[src/rtl/uart_pkg.sv]
// uart_pkg: baud-generator defaults and divisor config shared by the register block and Rx/Tx engines.
// Latency: n/a (types and constants only).
// Backpressure: n/a.
package uart_pkg;

  localparam int UART_OVERSAMPLE = 16;
  localparam int UART_DIV_WIDTH  = 16;
  localparam int UART_FRAC_WIDTH = 4;

  typedef struct packed {
    logic [UART_DIV_WIDTH-1:0]  divisor;
    logic [UART_FRAC_WIDTH-1:0] frac;
  } baud_cfg_t;

endpackage

[src/rtl/uart_baud_frac_acc.sv]
// uart_baud_frac_acc: fractional-divisor accumulator; carry requests one extra cycle on the next period.
// Latency: carry is combinational from acc+frac; acc advances on the reload edge.
// Backpressure: none. Only built with UART_BAUD_FRAC_EN defined.
`ifdef UART_BAUD_FRAC_EN
module uart_baud_frac_acc
  import uart_pkg::*;
#(
  parameter int FRAC_WIDTH = UART_FRAC_WIDTH
) (
  input  logic                  clk,
  input  logic                  rst_n,
  input  logic                  clr,
  input  logic                  step,
  input  logic [FRAC_WIDTH-1:0] frac,
  output logic                  carry
);

  logic [FRAC_WIDTH-1:0] acc;
  logic [FRAC_WIDTH:0]   sum;

  assign sum   = {1'b0, acc} + {1'b0, frac};
  assign carry = sum[FRAC_WIDTH];

  always_ff @(posedge clk or negedge rst_n) begin
    if (!rst_n) begin
      acc <= '0;
    end else if (clr) begin
      acc <= '0;
    end else if (step) begin
      acc <= sum[FRAC_WIDTH-1:0];
    end
  end

endmodule
`endif

[src/rtl/uart_baud_gen.sv]
// uart_baud_gen: programmable baud generator (rx oversample tick, tx bit tick, tx_clk); fractional divisor under UART_BAUD_FRAC_EN.
// Latency: first rx_tick D+1 cycles after enable or sync; all outputs registered.
// Backpressure: none; free-running strobes, divisor updates staged until the next reload/idle.
module uart_baud_gen
  import uart_pkg::*;
#(
  parameter int                   OVERSAMPLE = UART_OVERSAMPLE,
  parameter int                   DIV_WIDTH  = UART_DIV_WIDTH,
  parameter logic [DIV_WIDTH-1:0] DIV_RESET  = '0,
  parameter int                   FRAC_WIDTH = UART_FRAC_WIDTH
) (
  input  logic                  clk,
  input  logic                  rst_n,
  input  logic                  en,
  input  logic                  sync,
  input  logic                  div_load,
  input  logic [DIV_WIDTH-1:0]  divisor,
  input  logic [FRAC_WIDTH-1:0] frac,
  output logic                  rx_tick,
  output logic                  tx_tick,
  output logic                  tx_clk
);

  localparam int              OS_W    = $clog2(OVERSAMPLE);
  localparam logic [OS_W-1:0] OS_LAST = OS_W'(OVERSAMPLE - 1);
`ifdef UART_BAUD_FRAC_EN
  // One spare bit so a carry period at the maximum divisor cannot wrap.
  localparam int CNT_W = DIV_WIDTH + 1;
`else
  localparam int CNT_W = DIV_WIDTH;
`endif

  logic [CNT_W-1:0]     div_cnt;
  logic [CNT_W-1:0]     cnt_load;
  logic [DIV_WIDTH-1:0] div_q;
  logic [DIV_WIDTH-1:0] div_stage;
  logic [DIV_WIDTH-1:0] div_eff;
  logic [OS_W-1:0]      os_cnt;
  logic [OS_W-1:0]      os_nxt;
  logic                 pend;
  logic                 idle;
  logic                 cnt_zero;
  logic                 reload;
  logic                 copy;

  // The staged value is only ever swapped in at a period boundary, so a reload sees old or new, never a mix.
  assign idle     = !en || sync;
  assign cnt_zero = (div_cnt == '0);
  assign reload   = !idle && cnt_zero;
  assign copy     = pend && (idle || cnt_zero);
  assign div_eff  = copy ? div_stage : div_q;
  assign os_nxt   = os_cnt + 1'b1;

`ifdef UART_BAUD_FRAC_EN
  logic [FRAC_WIDTH-1:0] frac_q;
  logic [FRAC_WIDTH-1:0] frac_stage;
  logic [FRAC_WIDTH-1:0] frac_eff;
  logic                  carry;

  assign frac_eff = copy ? frac_stage : frac_q;

  uart_baud_frac_acc #(
    .FRAC_WIDTH(FRAC_WIDTH)
  ) u_frac_acc (
    .clk  (clk),
    .rst_n(rst_n),
    .clr  (idle),
    .step (reload),
    .frac (frac_eff),
    .carry(carry)
  );

  assign cnt_load = {1'b0, div_eff} + CNT_W'(carry && reload);

  always_ff @(posedge clk or negedge rst_n) begin
    if (!rst_n) begin
      frac_stage <= '0;
      frac_q     <= '0;
    end else begin
      if (div_load) frac_stage <= frac;
      frac_q <= frac_eff;
    end
  end
`else
  logic unused_frac;
  assign unused_frac = ^frac;
  assign cnt_load    = div_eff;
`endif

  always_ff @(posedge clk or negedge rst_n) begin
    if (!rst_n) begin
      div_stage <= DIV_RESET;
      div_q     <= DIV_RESET;
      pend      <= 1'b0;
      div_cnt   <= CNT_W'(DIV_RESET);
      os_cnt    <= '0;
      rx_tick   <= 1'b0;
      tx_tick   <= 1'b0;
      tx_clk    <= 1'b0;
    end else begin
      if (div_load) div_stage <= divisor;
      div_q <= div_eff;
      pend  <= div_load || (pend && !copy);
      if (idle) begin
        div_cnt <= cnt_load;
        os_cnt  <= '0;
        rx_tick <= 1'b0;
        tx_tick <= 1'b0;
        tx_clk  <= 1'b0;
      end else if (cnt_zero) begin
        div_cnt <= cnt_load;
        os_cnt  <= os_nxt;
        rx_tick <= 1'b1;
        tx_tick <= (os_cnt == OS_LAST);
        tx_clk  <= os_nxt[OS_W-1];
      end else begin
        div_cnt <= div_cnt - 1'b1;
        rx_tick <= 1'b0;
        tx_tick <= 1'b0;
      end
    end
  end

endmodule
[config.mk]
export PLATFORM = sky130hd
export DESIGN_NAME = uart_baud_gen
export DESIGN_NICKNAME = d
export VERILOG_FILES = /design/src/rtl/uart_pkg.sv /design/src/rtl/uart_baud_frac_acc.sv /design/src/rtl/uart_baud_gen.sv
export SDC_FILE = /design/constraint.sdc
export NUM_CORES = 1
export LEC_CHECK = 0
export CORE_ASPECT_RATIO = 1.5
export CORE_MARGIN = 5
export CORE_UTILIZATION = 50
export CTS_CLUSTER_SIZE = 14
export DETAILED_ROUTE_END_ITERATION = 6
export DONT_BUFFER_PORTS = 1
export GPL_ROUTABILITY_DRIVEN = 0
export GPL_TIMING_DRIVEN = 0
export PLACE_DENSITY = 0.69
export REMOVE_ABC_BUFFERS = 1
export SETUP_SLACK_MARGIN = 0.15
export SLEW_MARGIN = 15
export SYNTH_ARGS = -nofsm -noshare
export SYNTH_HDL_FRONTEND = slang
export SYNTH_SLANG_ARGS = --single-unit
[constraint.sdc]
create_clock -name clk -period 2.1 [get_ports clk]
set_clock_uncertainty 0.1 [all_clocks]
set_input_delay 0.42 -clock clk [delete_from_list [all_inputs] [get_ports clk]]
set_output_delay 0.42 -clock clk [all_outputs]
set_load 0.01 [all_outputs]
-- Yosys cells after proc, flatten, opt, wreduce, memory -nomap -nowiden
Cells that the tools add are included.
- add/subtract/negate cells: 2
- eq/ne operators: 1
- muxes and demuxes: 11
- reduce and logical (&&, ||, !) cells: 9
- operators with widths (operator ; count):
    16-bit two-way mux ; 3
    16-bit logical NOT ; 1
    16-bit by 1-bit subtractor with 16-bit output (second input constant) ; 1
    4-bit two-way mux ; 2
    1-bit two-way mux ; 6
    4-bit by 1-bit adder with 4-bit output (second input constant) ; 1
    4-bit equality test (second input constant) ; 1
    1-bit logical OR ; 3
    1-bit logical AND ; 2
    1-bit logical NOT ; 2
    2-bit nonzero test ; 1
- bits in registers: 56
- input bits: 25
- output and inout bits: 3
- word-level logic and storage cells: 31

-- Logic depth before layout (Yosys ltp)
- word-level depth: 7
- depth in mapped cells: 8
- mapped depth without buffers: 6

-- Worst setup path before layout
OpenSTA, ideal clock, no wires.
- path kind: flip-flop to flip-flop
- start: register div_cnt[3]
- end: register div_q[10]
- library setup time: 125 ps
- data arrival time: 1842 ps
- required time: 1875 ps
- slack: 33 ps
- stages on the path, launching flop included: 7
- buffers on the path: 2
- clock period less this slack: 2067 ps
- cells stage by stage: dfrtp_1 -> nor4_4 -> a41oi_2 -> nand2b_1 -> buf_6 -> buf_6 -> mux2_4
- cells in the longest elaborated chain, start to end: 4
- RTL lines (element ; line ; RTL):
    start: declaration ; uart_baud_gen.sv:33 ; logic [CNT_W-1:0] div_cnt;
    start signal: assignment ; uart_baud_gen.sv:95 ; div_cnt <= CNT_W'(DIV_RESET);
    start signal: assignment ; uart_baud_gen.sv:105 ; div_cnt <= cnt_load;
    start signal: assignment ; uart_baud_gen.sv:111 ; div_cnt <= cnt_load;
    16-bit logical NOT ; uart_baud_gen.sv:48 ; assign cnt_zero = (div_cnt == '0);
    1-bit logical OR ; uart_baud_gen.sv:50 ; assign copy = pend && (idle || cnt_zero);
    1-bit logical AND ; uart_baud_gen.sv:50 ;
    16-bit two-way mux ; uart_baud_gen.sv:51 ; assign div_eff = copy ? div_stage : div_q;
    named net cnt_load[10] ; uart_baud_gen.sv:34 ; logic [CNT_W-1:0] cnt_load;
    end signal: assignment ; uart_baud_gen.sv:102 ; div_q <= div_eff;
    end: declaration ; uart_baud_gen.sv:35 ; logic [DIV_WIDTH-1:0] div_q;
The timed path passes the listed nets, and every way through them passes these cells.
A chain may end at the register's enable or synchronous reset.

-- Worst setup path after layout
- start: register div_cnt[0]
- end: register div_q[7]
The elaborated chain is that of the path after synthesis.

==> flow_summary.json <==
{
  "reg2reg_slack_ns": 0.16,
  "cp_max_fo": 8,
  "pwr-share-seq_pct": 51.3,
  "hold_class": "input port to flip-flop",
  "htree_levels": 2,
  "p_int_mw": 1.96,
  "vias": 1619,
  "grt_pass1_vias": 1650,
  "drt_iter0_drc": 62,
  "fin_cells": 292,
  "yosys.area.top_type": "dfrtp_1",
  "post_drt_wl_per_cell_um": 16.2,
  "drc": 0,
  "die-area_um2": 6740,
  "wirelength_um": 4740,
  "clockPowerShare_pct": 30.9,
  "period_share_pct": 92.6,
  "rows": 32,
  "status": "finished, final reports clean",
  "dr_wl_met2_um": 2490,
  "dpl_worst_slack_ns": -1.05,
  "grt_overflow": 0,
  "final_nets": 251,
  "power_density_nw_per_um2": 864,
  "cts_tree": "done",
  "port-buffer-count": 0,
  "crit_buf_inv": 1,
  "area_delta_synth_final_pct": 18.6,
  "cts_made_buffers": 5,
  "worst_pin_slew_ns": 0.648,
  "yosysSeqAreaShare_pct": 53.2,
  "die-width_um": 68.7,
  "crit_family": "simple AND/OR/NAND/NOR gates",
  "synth_top_area_share_pct": 53.2,
  "ys_warn_count": 0,
  "grtUsageTotal_pct": 15.2,
  "grt_pass1_wl_um": 7910,
  "drtAntennaViolNets": 0,
  "synthFlopType": "dfrtp_1",
  "viasPerCell": 5.54,
  "peakVddDrop_v": 0.000475,
  "switching_power_mw": 0.693,
  "die_h_um": 98.1,
  "max-clock-path-buffers": 2,
  "io_pins": 28,
  "synthTopCellsByCount": "dfrtp_1, mux2_2, a21oi_1, xor2_1",
  "cpPeakStageDelay_ns": 0.41,
  "crit_chain": "inv_2 > ha_4 > nor3b_4 > a41oi_4 > nand2b_4 > mux2_4",
  "setup_tns_ns": 0,
  "avgSynthCellArea_um2": 12.6,
  "cts_sinks": 55,
  "rsz0062_at_grt": "yes",
  "p_leak_nw": 1.28,
  "slew_violations": 0,
  "antenna_found_initial": 0,
  "async_flop_share_pct": 100,
  "criticalPathCategory": "flip-flop to flip-flop",
  "clk_latency_ns": 0.31,
  "insertedDiodeCount": 0,
  "yosysMostFrequentCell": "dfrtp_1",
  "routed-wl-met3_um": 112,
  "synth.area.top_cells": "dfrtp_1, mux2_2, mux2_4, xor2_1, a211oi_1",
  "slowest_stage": "dfrtp_1",
  "wl_met1_um": 2080,
  "fmax_mhz": 514,
  "maxCapViolations": 0,
  "period_needed_ns": 1.94,
  "syn-cell-area_um2": 2590,
  "power_mw": 2.65,
  "syn_inst": 206,
  "cts_root_buf": "clkbuf_8",
  "synth.distinct_cells": 32,
  "fillerInstances": 394,
  "setup_violations": 0,
  "hpwl_um": 2680,
  "final.setup.worst_slack_ns": 0.155,
  "p_sw_share_pct": 26.1,
  "ys_ff_latch": 55,
  "path_clk_slew_ns": 0.09,
  "synth_edf_count": 0,
  "stdcell_area_um2": 3070,
  "crit_path_end_kind": "flip-flop",
  "drt_pass1_iterations": 4,
  "coreArea_um2": 5080,
  "drive_above_1_share_pct": 33.9,
  "place_area_um2": 2630,
  "finalHoldViolations": 0,
  "dr.max_layer_used": "met4",
  "dp_cells": 264,
  "grt_max_degree": 56,
  "start_util_pct": 50.9,
  "critical_path_arrival_ns": 2.04,
  "cp.required_ns": 2.20,
  "relSlewSlack_pct": 56.8,
  "critPathLaunchType": "flip-flop",
  "power_frac_comb_pct": 17.8
}
## power groups by stage
| stage | clock network (mW) | logic [mW] | registers [mW] |
|---|---|---|---|
| detailed placement | 0 | 0.353 | 1.36 |
| CTS | 0.840 | 0.416 | 1.35 |
| floorplan | 0 | 0.305 | 1.33 |
| global placement | 0 | 0.340 | 1.35 |
| global route | 0.872 | 0.523 | 1.38 |
| finish | 0.819 | 0.473 | 1.36 |
## repair_timing
item                                   4_1_cts  5_1_grt
pin swaps                                    5        2
cloned                                       2        0
endpoints found under the hold margin       55        0
setup buffers                                8        8
setup endpoints to repair                   36       37
gates resized for setup                      8       19
hold buffers                                 2        0
## final cells by class
class                           instances  area [um2]  area share, %
Multi-Input combinational cell        140        1290           41.9
Timing Repair Buffer                   18         170           5.54
Inverter                                3        11.3          0.367
Clock buffer                            5        68.8           2.24
Sequential cell                        55        1380           44.9
Tap cell                               68        85.1           2.77
Clock inverter                          3        67.6           2.20
## worst reg2reg max path: cells and delay by family, from the launching register on
family	cells	cell delay, ns
AND/OR/NAND/NOR	2	0.54
multiplexers	1	0.35
adder cells (fa/ha/maj)	1	0.13
flip-flops	1	0.41
AO/OA/AOI/OAI	1	0.21
buffers and inverters	1	0.10
## state kept, by name, summed over array words and instances, names as in the netlist
register / cells
tx_clk: 1
div_stage: 16
os_cnt: 3
tx_tick: 1
div_cnt: 16
div_q: 16
rx_tick: 1
pend: 1
## placed cells by master (no fill, tap or decap), drive strengths merged, types with 4 or more instances in the layout
master	Yosys	routed
a21oi	13	13
nor2b	12	12
mux2	32	32
nand2	7	7
o21ai	6	6
xor2	13	13
nand4	4	4
a211oi	12	12
clkbuf	8	5
nor2	6	6
buf	2	17
mux2i	5	5
dfrtp	55	55
## kinds of logic (layout without fill, tap and decap cells)
kind of cell	after synthesis	count (layout)	share of synthesized area (%)
multiplexers	37	37	17.3
AND/OR/NAND/NOR	49	50	12.2
XOR/XNOR	14	14	4.74
adder cells (fa/ha/maj)	3	3	1.45
buffers and inverters	13	29	2.47
AO/OA/AOI/OAI	35	36	8.61
flip-flops	55	55	53.2
## metrics by stage
step                hold WS, ns  util [%]
floorplan                0.0244         -
global placement         0.0265      51.5
detailed placement       0.0269      51.7
CTS                      0.0997      57.6
global route             0.0998      60.4
finish                    0.111      60.4
## metal layers
layer	global-route usage [%]	up-vias
met2	24.2	18
li1	-	778
met4	5.56	0
met5	0	-
met3	2.88	7
met1	20.1	816
## final timing paths
kind | from | endpoint | cells after the start
min in group asynchronous | rst_n | div_q[12] | 2
worst min-delay path | div_load | pend | 1
worst max-delay path | div_cnt[0] | div_q[7] | 6
worst min register to register | div_q[15] | div_q[15] | 1
max in group asynchronous | rst_n | pend | 2
worst max register to register | div_cnt[0] | div_q[7] | 6
Power figures use the tool's default switching activity.
